File: src/rtl/fetch_unit_pkg.sv
`default_nettype none
// ============================================================================
// Module   : fetch_unit_pkg
// Purpose  : Shared defaults and helpers for the instruction fetch front end.
//            Holds the default address/instruction widths, the reset PC,
//            the fetch queue depth and the counter-width helper used by the
//            fetch unit and its FIFOs.
// Revision : 1.0 - initial release
// ============================================================================
package fetch_unit_pkg;

    localparam int                   XLEN_DEF     = 32;
    localparam int                   ILEN_DEF     = 32;
    localparam logic [XLEN_DEF-1:0]  RESET_PC_DEF = '0;
    localparam int                   QDEPTH_DEF   = 4;
    localparam int                   PC_STEP      = 4;

    // A counter that must hold 0..depth inclusive needs one bit more than
    // the index width.
    function automatic int cnt_width(input int depth);
        return $clog2(depth) + 1;
    endfunction

endpackage
`default_nettype wire

File: src/rtl/fetch_unit_if.sv
`default_nettype none
// ============================================================================
// Module   : fetch_unit_if
// Purpose  : Bundles the fetch unit's redirect input, instruction-memory
//            request/response channel and IF/ID valid/ready channel.
// Ports    : master - fetch unit side (drives imem request and IF/ID data)
//            slave  - environment side (memory, branch control, IF/ID reg)
// Revision : 1.0 - initial release
// ============================================================================
interface fetch_unit_if
    import fetch_unit_pkg::*;
#(
    parameter int XLEN = XLEN_DEF,
    parameter int ILEN = ILEN_DEF
);
    logic            redirect_valid;
    logic [XLEN-1:0] redirect_pc;

    logic            imem_req_valid;
    logic            imem_req_ready;
    logic [XLEN-1:0] imem_req_addr;
    logic            imem_rsp_valid;
    logic [ILEN-1:0] imem_rsp_insn;

    logic            if_valid;
    logic            if_ready;
    logic [XLEN-1:0] if_pc;
    logic [ILEN-1:0] if_insn;

    modport master (
        input  redirect_valid, redirect_pc,
        input  imem_req_ready, imem_rsp_valid, imem_rsp_insn,
        input  if_ready,
        output imem_req_valid, imem_req_addr,
        output if_valid, if_pc, if_insn
    );

    modport slave (
        output redirect_valid, redirect_pc,
        output imem_req_ready, imem_rsp_valid, imem_rsp_insn,
        output if_ready,
        input  imem_req_valid, imem_req_addr,
        input  if_valid, if_pc, if_insn
    );
endinterface
`default_nettype wire

File: src/rtl/fetch_fifo.sv
`default_nettype none
// ============================================================================
// Module   : fetch_fifo
// Purpose  : Small synchronous FIFO with push/pop/flush and occupancy count.
//            Head data is read combinationally from the storage array.
// Ports    : clk, rst (async, active-high)
//            push, push_data - write one entry (ignored when full w/o pop)
//            pop             - drop the head entry (ignored when empty)
//            flush           - discard all entries, has priority
//            head, empty, full, count - status and head entry
// Revision : 1.0 - initial release
// ============================================================================
module fetch_fifo
    import fetch_unit_pkg::*;
#(
    parameter int WIDTH = 32,
    parameter int DEPTH = 4
) (
    input  logic                        clk,
    input  logic                        rst,
    input  logic                        push,
    input  logic [WIDTH-1:0]            push_data,
    input  logic                        pop,
    input  logic                        flush,
    output logic [WIDTH-1:0]            head,
    output logic                        empty,
    output logic                        full,
    output logic [cnt_width(DEPTH)-1:0] count
);
    localparam int AW = $clog2(DEPTH);
    localparam int CW = cnt_width(DEPTH);

    logic [WIDTH-1:0] mem [DEPTH];
    logic [AW-1:0]    wr_ptr;
    logic [AW-1:0]    rd_ptr;
    logic             do_push;
    logic             do_pop;

    assign empty   = (count == '0);
    assign full    = (count == CW'(DEPTH));
    assign do_pop  = pop && !empty;
    assign do_push = push && (!full || do_pop);
    assign head    = mem[rd_ptr];

    // Storage is cleared on reset so the head reads zero while empty after
    // reset; pointers wrap naturally because DEPTH is a power of two.
    always_ff @(posedge clk or posedge rst) begin
        if (rst) begin
            wr_ptr <= '0;
            rd_ptr <= '0;
            count  <= '0;
            for (int i = 0; i < DEPTH; i++) begin
                mem[i] <= '0;
            end
        end else if (flush) begin
            wr_ptr <= '0;
            rd_ptr <= '0;
            count  <= '0;
        end else begin
            if (do_push) begin
                mem[wr_ptr] <= push_data;
                wr_ptr      <= wr_ptr + AW'(1);
            end
            if (do_pop) begin
                rd_ptr <= rd_ptr + AW'(1);
            end
            count <= count + CW'(do_push) - CW'(do_pop);
        end
    end
endmodule
`default_nettype wire

File: src/rtl/fetch_unit.sv
`default_nettype none
// ============================================================================
// Module   : fetch_unit
// Purpose  : Instruction fetch front end. Owns the PC, issues in-order
//            requests to a variable-latency instruction memory, queues the
//            returned instructions with their PCs and presents them to the
//            IF/ID register on valid/ready. Branch redirects flush the queue
//            and discard responses to requests already in flight.
// Ports    : clk - clock, rst - async active-high reset
//            bus - fetch_unit_if.master (redirect, imem req/rsp, IF/ID out)
// Revision : 1.0 - initial release
// ============================================================================
module fetch_unit
    import fetch_unit_pkg::*;
#(
    parameter int              XLEN     = XLEN_DEF,
    parameter int              ILEN     = ILEN_DEF,
    parameter logic [XLEN-1:0] RESET_PC = XLEN'(RESET_PC_DEF),
    parameter int              QDEPTH   = QDEPTH_DEF
) (
    input  logic         clk,
    input  logic         rst,
    fetch_unit_if.master bus
);
    localparam int CW = cnt_width(QDEPTH);

    logic [XLEN-1:0]      fetch_pc;
    logic [CW-1:0]        occupancy;
    logic [CW-1:0]        drop_cnt;

    logic                 req_fire;
    logic                 rsp;
    logic                 pop;
    logic                 drop_active;
    logic                 drop;
    logic                 push_q;

    logic [XLEN-1:0]      tag_head;
    logic [CW-1:0]        tag_count;
    logic                 tag_empty;
    logic                 tag_full;
    logic [XLEN+ILEN-1:0] q_head;
    logic [CW-1:0]        q_count;
    logic                 q_empty;
    logic                 q_full;
    logic                 unused_flags;

    // Occupancy counts in-flight plus queued entries, so any accepted
    // response is guaranteed a free queue slot.
    assign bus.imem_req_valid = !rst && !bus.redirect_valid && (occupancy < CW'(QDEPTH));
    assign bus.imem_req_addr  = fetch_pc;
    assign req_fire           = bus.imem_req_valid && bus.imem_req_ready;

    assign rsp         = bus.imem_rsp_valid;
    assign drop_active = (drop_cnt != '0);
    // A response arriving in the redirect cycle belongs to the old path.
    assign drop        = rsp && (drop_active || bus.redirect_valid);
    assign push_q      = rsp && !drop_active && !bus.redirect_valid;

    assign bus.if_valid = !q_empty && !bus.redirect_valid;
    assign pop          = bus.if_valid && bus.if_ready;
    assign bus.if_pc    = q_head[XLEN+ILEN-1:ILEN];
    assign bus.if_insn  = q_head[ILEN-1:0];

    assign unused_flags = &{1'b0, tag_empty, tag_full, q_full, q_count};

    always_ff @(posedge clk or posedge rst) begin
        if (rst) begin
            fetch_pc  <= RESET_PC;
            occupancy <= '0;
            drop_cnt  <= '0;
        end else if (bus.redirect_valid) begin
            // Every tag still waiting (minus one consumed this cycle) is a
            // stale request whose response must be discarded. This also
            // accumulates onto any drops left from an earlier redirect.
            fetch_pc  <= {bus.redirect_pc[XLEN-1:2], 2'b00};
            drop_cnt  <= tag_count - CW'(rsp);
            occupancy <= tag_count - CW'(rsp);
        end else begin
            if (req_fire) begin
                fetch_pc <= fetch_pc + XLEN'(PC_STEP);
            end
            if (rsp && drop_active) begin
                drop_cnt <= drop_cnt - CW'(1);
            end
            occupancy <= occupancy + CW'(req_fire) - CW'(pop) - CW'(drop);
        end
    end

    // PCs of requests awaiting a response, in issue order; every response
    // (kept or dropped) retires the oldest tag.
    fetch_fifo #(
        .WIDTH (XLEN),
        .DEPTH (QDEPTH)
    ) u_tag_fifo (
        .clk       (clk),
        .rst       (rst),
        .push      (req_fire),
        .push_data (fetch_pc),
        .pop       (rsp),
        .flush     (1'b0),
        .head      (tag_head),
        .empty     (tag_empty),
        .full      (tag_full),
        .count     (tag_count)
    );

    fetch_fifo #(
        .WIDTH (XLEN + ILEN),
        .DEPTH (QDEPTH)
    ) u_insn_queue (
        .clk       (clk),
        .rst       (rst),
        .push      (push_q),
        .push_data ({tag_head, bus.imem_rsp_insn}),
        .pop       (pop),
        .flush     (bus.redirect_valid),
        .head      (q_head),
        .empty     (q_empty),
        .full      (q_full),
        .count     (q_count)
    );
endmodule
`default_nettype wire

File: src/flat_wrapper.sv
// flat-port wrapper written by rule: the top's interface ports become plain ports
module fetch_unit_flat import fetch_unit_pkg::*;
#(
    parameter int              XLEN     = XLEN_DEF,
    parameter int              ILEN     = ILEN_DEF,
    parameter logic [XLEN-1:0] RESET_PC = XLEN'(RESET_PC_DEF),
    parameter int              QDEPTH   = QDEPTH_DEF
)
  (clk, rst, bus_redirect_valid, bus_redirect_pc, bus_imem_req_ready, bus_imem_rsp_valid, bus_imem_rsp_insn, bus_if_ready, bus_imem_req_valid, bus_imem_req_addr, bus_if_valid, bus_if_pc, bus_if_insn);
  fetch_unit_if #(.XLEN(XLEN), .ILEN(ILEN)) bus_i ();
  input  logic clk;
  input  logic rst;
  input wire logic [$bits(bus_i.redirect_valid)-1:0] bus_redirect_valid;
  input wire logic [$bits(bus_i.redirect_pc)-1:0] bus_redirect_pc;
  input wire logic [$bits(bus_i.imem_req_ready)-1:0] bus_imem_req_ready;
  input wire logic [$bits(bus_i.imem_rsp_valid)-1:0] bus_imem_rsp_valid;
  input wire logic [$bits(bus_i.imem_rsp_insn)-1:0] bus_imem_rsp_insn;
  input wire logic [$bits(bus_i.if_ready)-1:0] bus_if_ready;
  output wire logic [$bits(bus_i.imem_req_valid)-1:0] bus_imem_req_valid;
  output wire logic [$bits(bus_i.imem_req_addr)-1:0] bus_imem_req_addr;
  output wire logic [$bits(bus_i.if_valid)-1:0] bus_if_valid;
  output wire logic [$bits(bus_i.if_pc)-1:0] bus_if_pc;
  output wire logic [$bits(bus_i.if_insn)-1:0] bus_if_insn;
  assign bus_i.redirect_valid = bus_redirect_valid;
  assign bus_i.redirect_pc = bus_redirect_pc;
  assign bus_i.imem_req_ready = bus_imem_req_ready;
  assign bus_i.imem_rsp_valid = bus_imem_rsp_valid;
  assign bus_i.imem_rsp_insn = bus_imem_rsp_insn;
  assign bus_i.if_ready = bus_if_ready;
  assign bus_imem_req_valid = bus_i.imem_req_valid;
  assign bus_imem_req_addr = bus_i.imem_req_addr;
  assign bus_if_valid = bus_i.if_valid;
  assign bus_if_pc = bus_i.if_pc;
  assign bus_if_insn = bus_i.if_insn;
  fetch_unit #(.XLEN(XLEN), .ILEN(ILEN), .RESET_PC(RESET_PC), .QDEPTH(QDEPTH)) u_core (.clk(clk), .rst(rst), .bus(bus_i));
endmodule
File: config.mk
export PLATFORM = sky130hd
export DESIGN_NAME = fetch_unit_flat
export DESIGN_NICKNAME = d
export VERILOG_FILES = /design/src/rtl/fetch_unit_pkg.sv /design/src/rtl/fetch_unit_if.sv /design/src/rtl/fetch_fifo.sv /design/src/rtl/fetch_unit.sv /design/src/flat_wrapper.sv
export SDC_FILE = /design/constraint.sdc
export NUM_CORES = 1
export LEC_CHECK = 0
export CORE_ASPECT_RATIO = 0.8
export CORE_MARGIN = 2
export CORE_UTILIZATION = 58
export DETAILED_ROUTE_END_ITERATION = 6
export PLACE_DENSITY = 0.77
export SETUP_SLACK_MARGIN = 0.4
export SLEW_MARGIN = 20
export SYNTH_ARGS = -nofsm -noshare
export SYNTH_HDL_FRONTEND = slang
export SYNTH_HIERARCHICAL = 1
export SYNTH_SLANG_ARGS = --single-unit
File: constraint.sdc
create_clock -name clk -period 8.95 [get_ports clk]
set_clock_uncertainty 0.15 [all_clocks]
set_input_delay 0.895 -clock clk [delete_from_list [all_inputs] [get_ports clk]]
set_output_delay 0.895 -clock clk [all_outputs]
set_load 0.05 [all_outputs]
==> impl_metrics.yaml <==
global_route:
  met3_usage: 0.03342
  grt_start_max_net_pins: 145
  use_met1: 0.3623
  grt_pass1_vias: 12551
  grt_pass1_wl_mm: 71.25
  grt_overflow: 0
  grt_busiest_layer: "met2"
  antenna_found_initial: 1
  gr-usage-met2: 0.3685
  grtUsageTotal: 0.2381
finish:
  num_antenna_cells: 0
  area_delta_synth_final_pct: 15.27
  fin_cells: 1962
  fin_nets: 1546
  fill_cells: 2452
  final_util: 0.6777
  final_cell_mix: "dfrtp_1 (430), mux2_4 (270), clkdlybuf4s50_1 (162)"
  final_common_cell: "dfrtp_1"
  drive_gt1_frac: 0.3968
clock_tree:
  cts-resized-gates: 0
  post_cts_buffers: 0
  clockBufferDepth: 3
  cts.sinks: 434
  cts_hold_buf: 0
  cts_root_buffer: "clkbuf_16"
  clkTransAtPathRegs_ns: 0.06
  cts_tree: "built"
  worstSkewPairLatency_ns: 0.55
  numCtsBuffers: 44
  htreeDepth: 2
detailed_routing:
  vias: 11446
  viasPerCell: 5.834
  ant_nets: 0
  remaining_drc_errors: 0
  drt_pass1_iterations: 4
  wire_per_inst_um: 22.08
  drt_iter0_markers: 651
  route.final.wire_length_mm: 43.31
sta:
  relSlewSlack: 0.2665
  worst_pin_slew_ns: 1.100
  fmax_mhz: 220.6
  final_hold_viol_count: 0
  tns_ns: 0
  rsz0062_at_grt: "false"
  finalSetupViolations: 0
  fin_crit_ns: 4.532
  slew_violations: 0
  holdWs_ns: 0.3331
  fin_crit_sh: 0.5064
worst_setup_path:
  r2r_slack_ns: 5.19
  crit_arrival_ns: 3.49
  cp_cell_sequence: "buf_4, mux4_2, clkdlybuf4s50_1"
  slowest_stage: "dfrtp_4"
  slowest_delay_ns: 0.82
  cp-end-kind: "primary output"
  start_kind: "flop"
  r2r_start: "u_core/u_insn_queue/count[1]"
  path_class: "flop to primary output"
  cp_max_fo: 36
  critical_path_required_ns: 7.91
  reg2regPathDepth: 14
  reg2reg_to: "u_core/u_insn_queue/count[2]"
yosys:
  synth_warnings: 6
  netlist_instances: 1291
  synth.avg_cell_area_um2: 16.32
  syn-cell-area_um2: 21070
power:
  p_int_mw: 4.293
  clkPwrFrac: 0.287
  switching_share: 0.3188
  power_switching_mw: 2.010
  pwr_density_cell_nw_per_um2: 259.5
  ir_drop_mv: 0.1486
  seqPwrFrac: 0.398
  p_leak_nw: 10.90
  p_comb_frac: 0.315
min_path:
  hold_start: "u_core/u_tag_fifo/mem[58]"
  hold_end: "u_core/u_tag_fifo/mem[58]"
  hold_path.class: "flop to flop"
  holdPathStages: 1
placement:
  gp_congestion: 0.8084
  io_buffers: 163
  hpwlAfterDp_mm: 26.66
  dp.cells: 1887
floorplan:
  io_pins: 168
  start_util: 0.5879
  dieArea_um2: 37880
  fp-row-count: 62
  die_x_um: 217.1
  die_y_um: 174.5
  core_area_um2: 35840
flow_run:
  maxCapViolations: 0
run_status:
  outcome: "complete, no violations"
## worst max-delay path, delay by kind of cell, from the launching register on
family / cells / cell delay, ns
DFF: 1 / 0.82
buffers and inverters: 2 / 1.45
muxes: 1 / 0.60
## per-layer routing
layer | vias up | part of all wire | wire length (µm)
met4 | 2 | 0.013 | 542
met2 | 225 | 0.47 | 20210
met3 | 48 | 0.036 | 1550
met1 | 6120 | 0.48 | 20990
met5 | - | 0.00030 | 13
li1 | 5051 | - | -
## cell type report
class / count / area (µm²) / area share
tap: 480 / 600.6 / 0.02473
inverter: 35 / 141.4 / 0.005821
clock inverter: 7 / 85.08 / 0.003503
clock buffer: 68 / 1323 / 0.05445
multi-input combinational: 755 / 9478 / 0.3902
sequential: 434 / 10870 / 0.4476
timing repair buffer: 183 / 1789 / 0.07367
## worst max path at each step
stage,end,cells after the start,from
detailed placement,u_core/u_tag_fifo/count[2],13,rst
CTS,bus_if_pc[0],3,u_core/u_insn_queue/rd_ptr[0]
global route,bus_if_pc[15],3,u_core/u_insn_queue/rd_ptr[0]
floorplan,u_core/u_insn_queue/count[0],1,rst
global placement,u_core/u_tag_fifo/count[2],13,rst
finish,bus_if_pc[0],3,u_core/u_insn_queue/rd_ptr[0]
## sequential cells by signal (all words and copies together), names as in the netlist, 3 cells and up
name	count
u_core/u_insn_queue/mem	256
u_core/u_tag_fifo/count	3
u_core/u_insn_queue/count	3
u_core/bus.imem_req_addr	30
u_core/drop_cnt	3
u_core/occupancy	3
u_core/u_tag_fifo/mem	128
## metrics by stage
| stage | power (mW) | cell area [µm²] | worst slack (ns) |
|---|---|---|---|
| after floorplan | 3.947 | 21120 | 0.6648 |
| after global placement | 4.467 | 22880 | 4.528 |
| final | 6.303 | 24290 | 4.418 |
| after global routing | 6.586 | 24290 | 4.249 |
| after CTS | 6.359 | 24290 | 4.343 |
| after detailed placement | 4.530 | 22880 | 4.465 |
## power groups by stage
stage	clock [mW]	combinational (mW)	sequential (mW)
2_1_floorplan	0	1.46	2.48
3_3_place_gp	0	1.95	2.51
3_5_place_dp	0	2.00	2.53
4_1_cts	1.85	2.00	2.51
5_1_grt	1.93	2.10	2.55
6_report	1.81	1.99	2.51
Note: power is estimated with default switching activity, not from simulation.
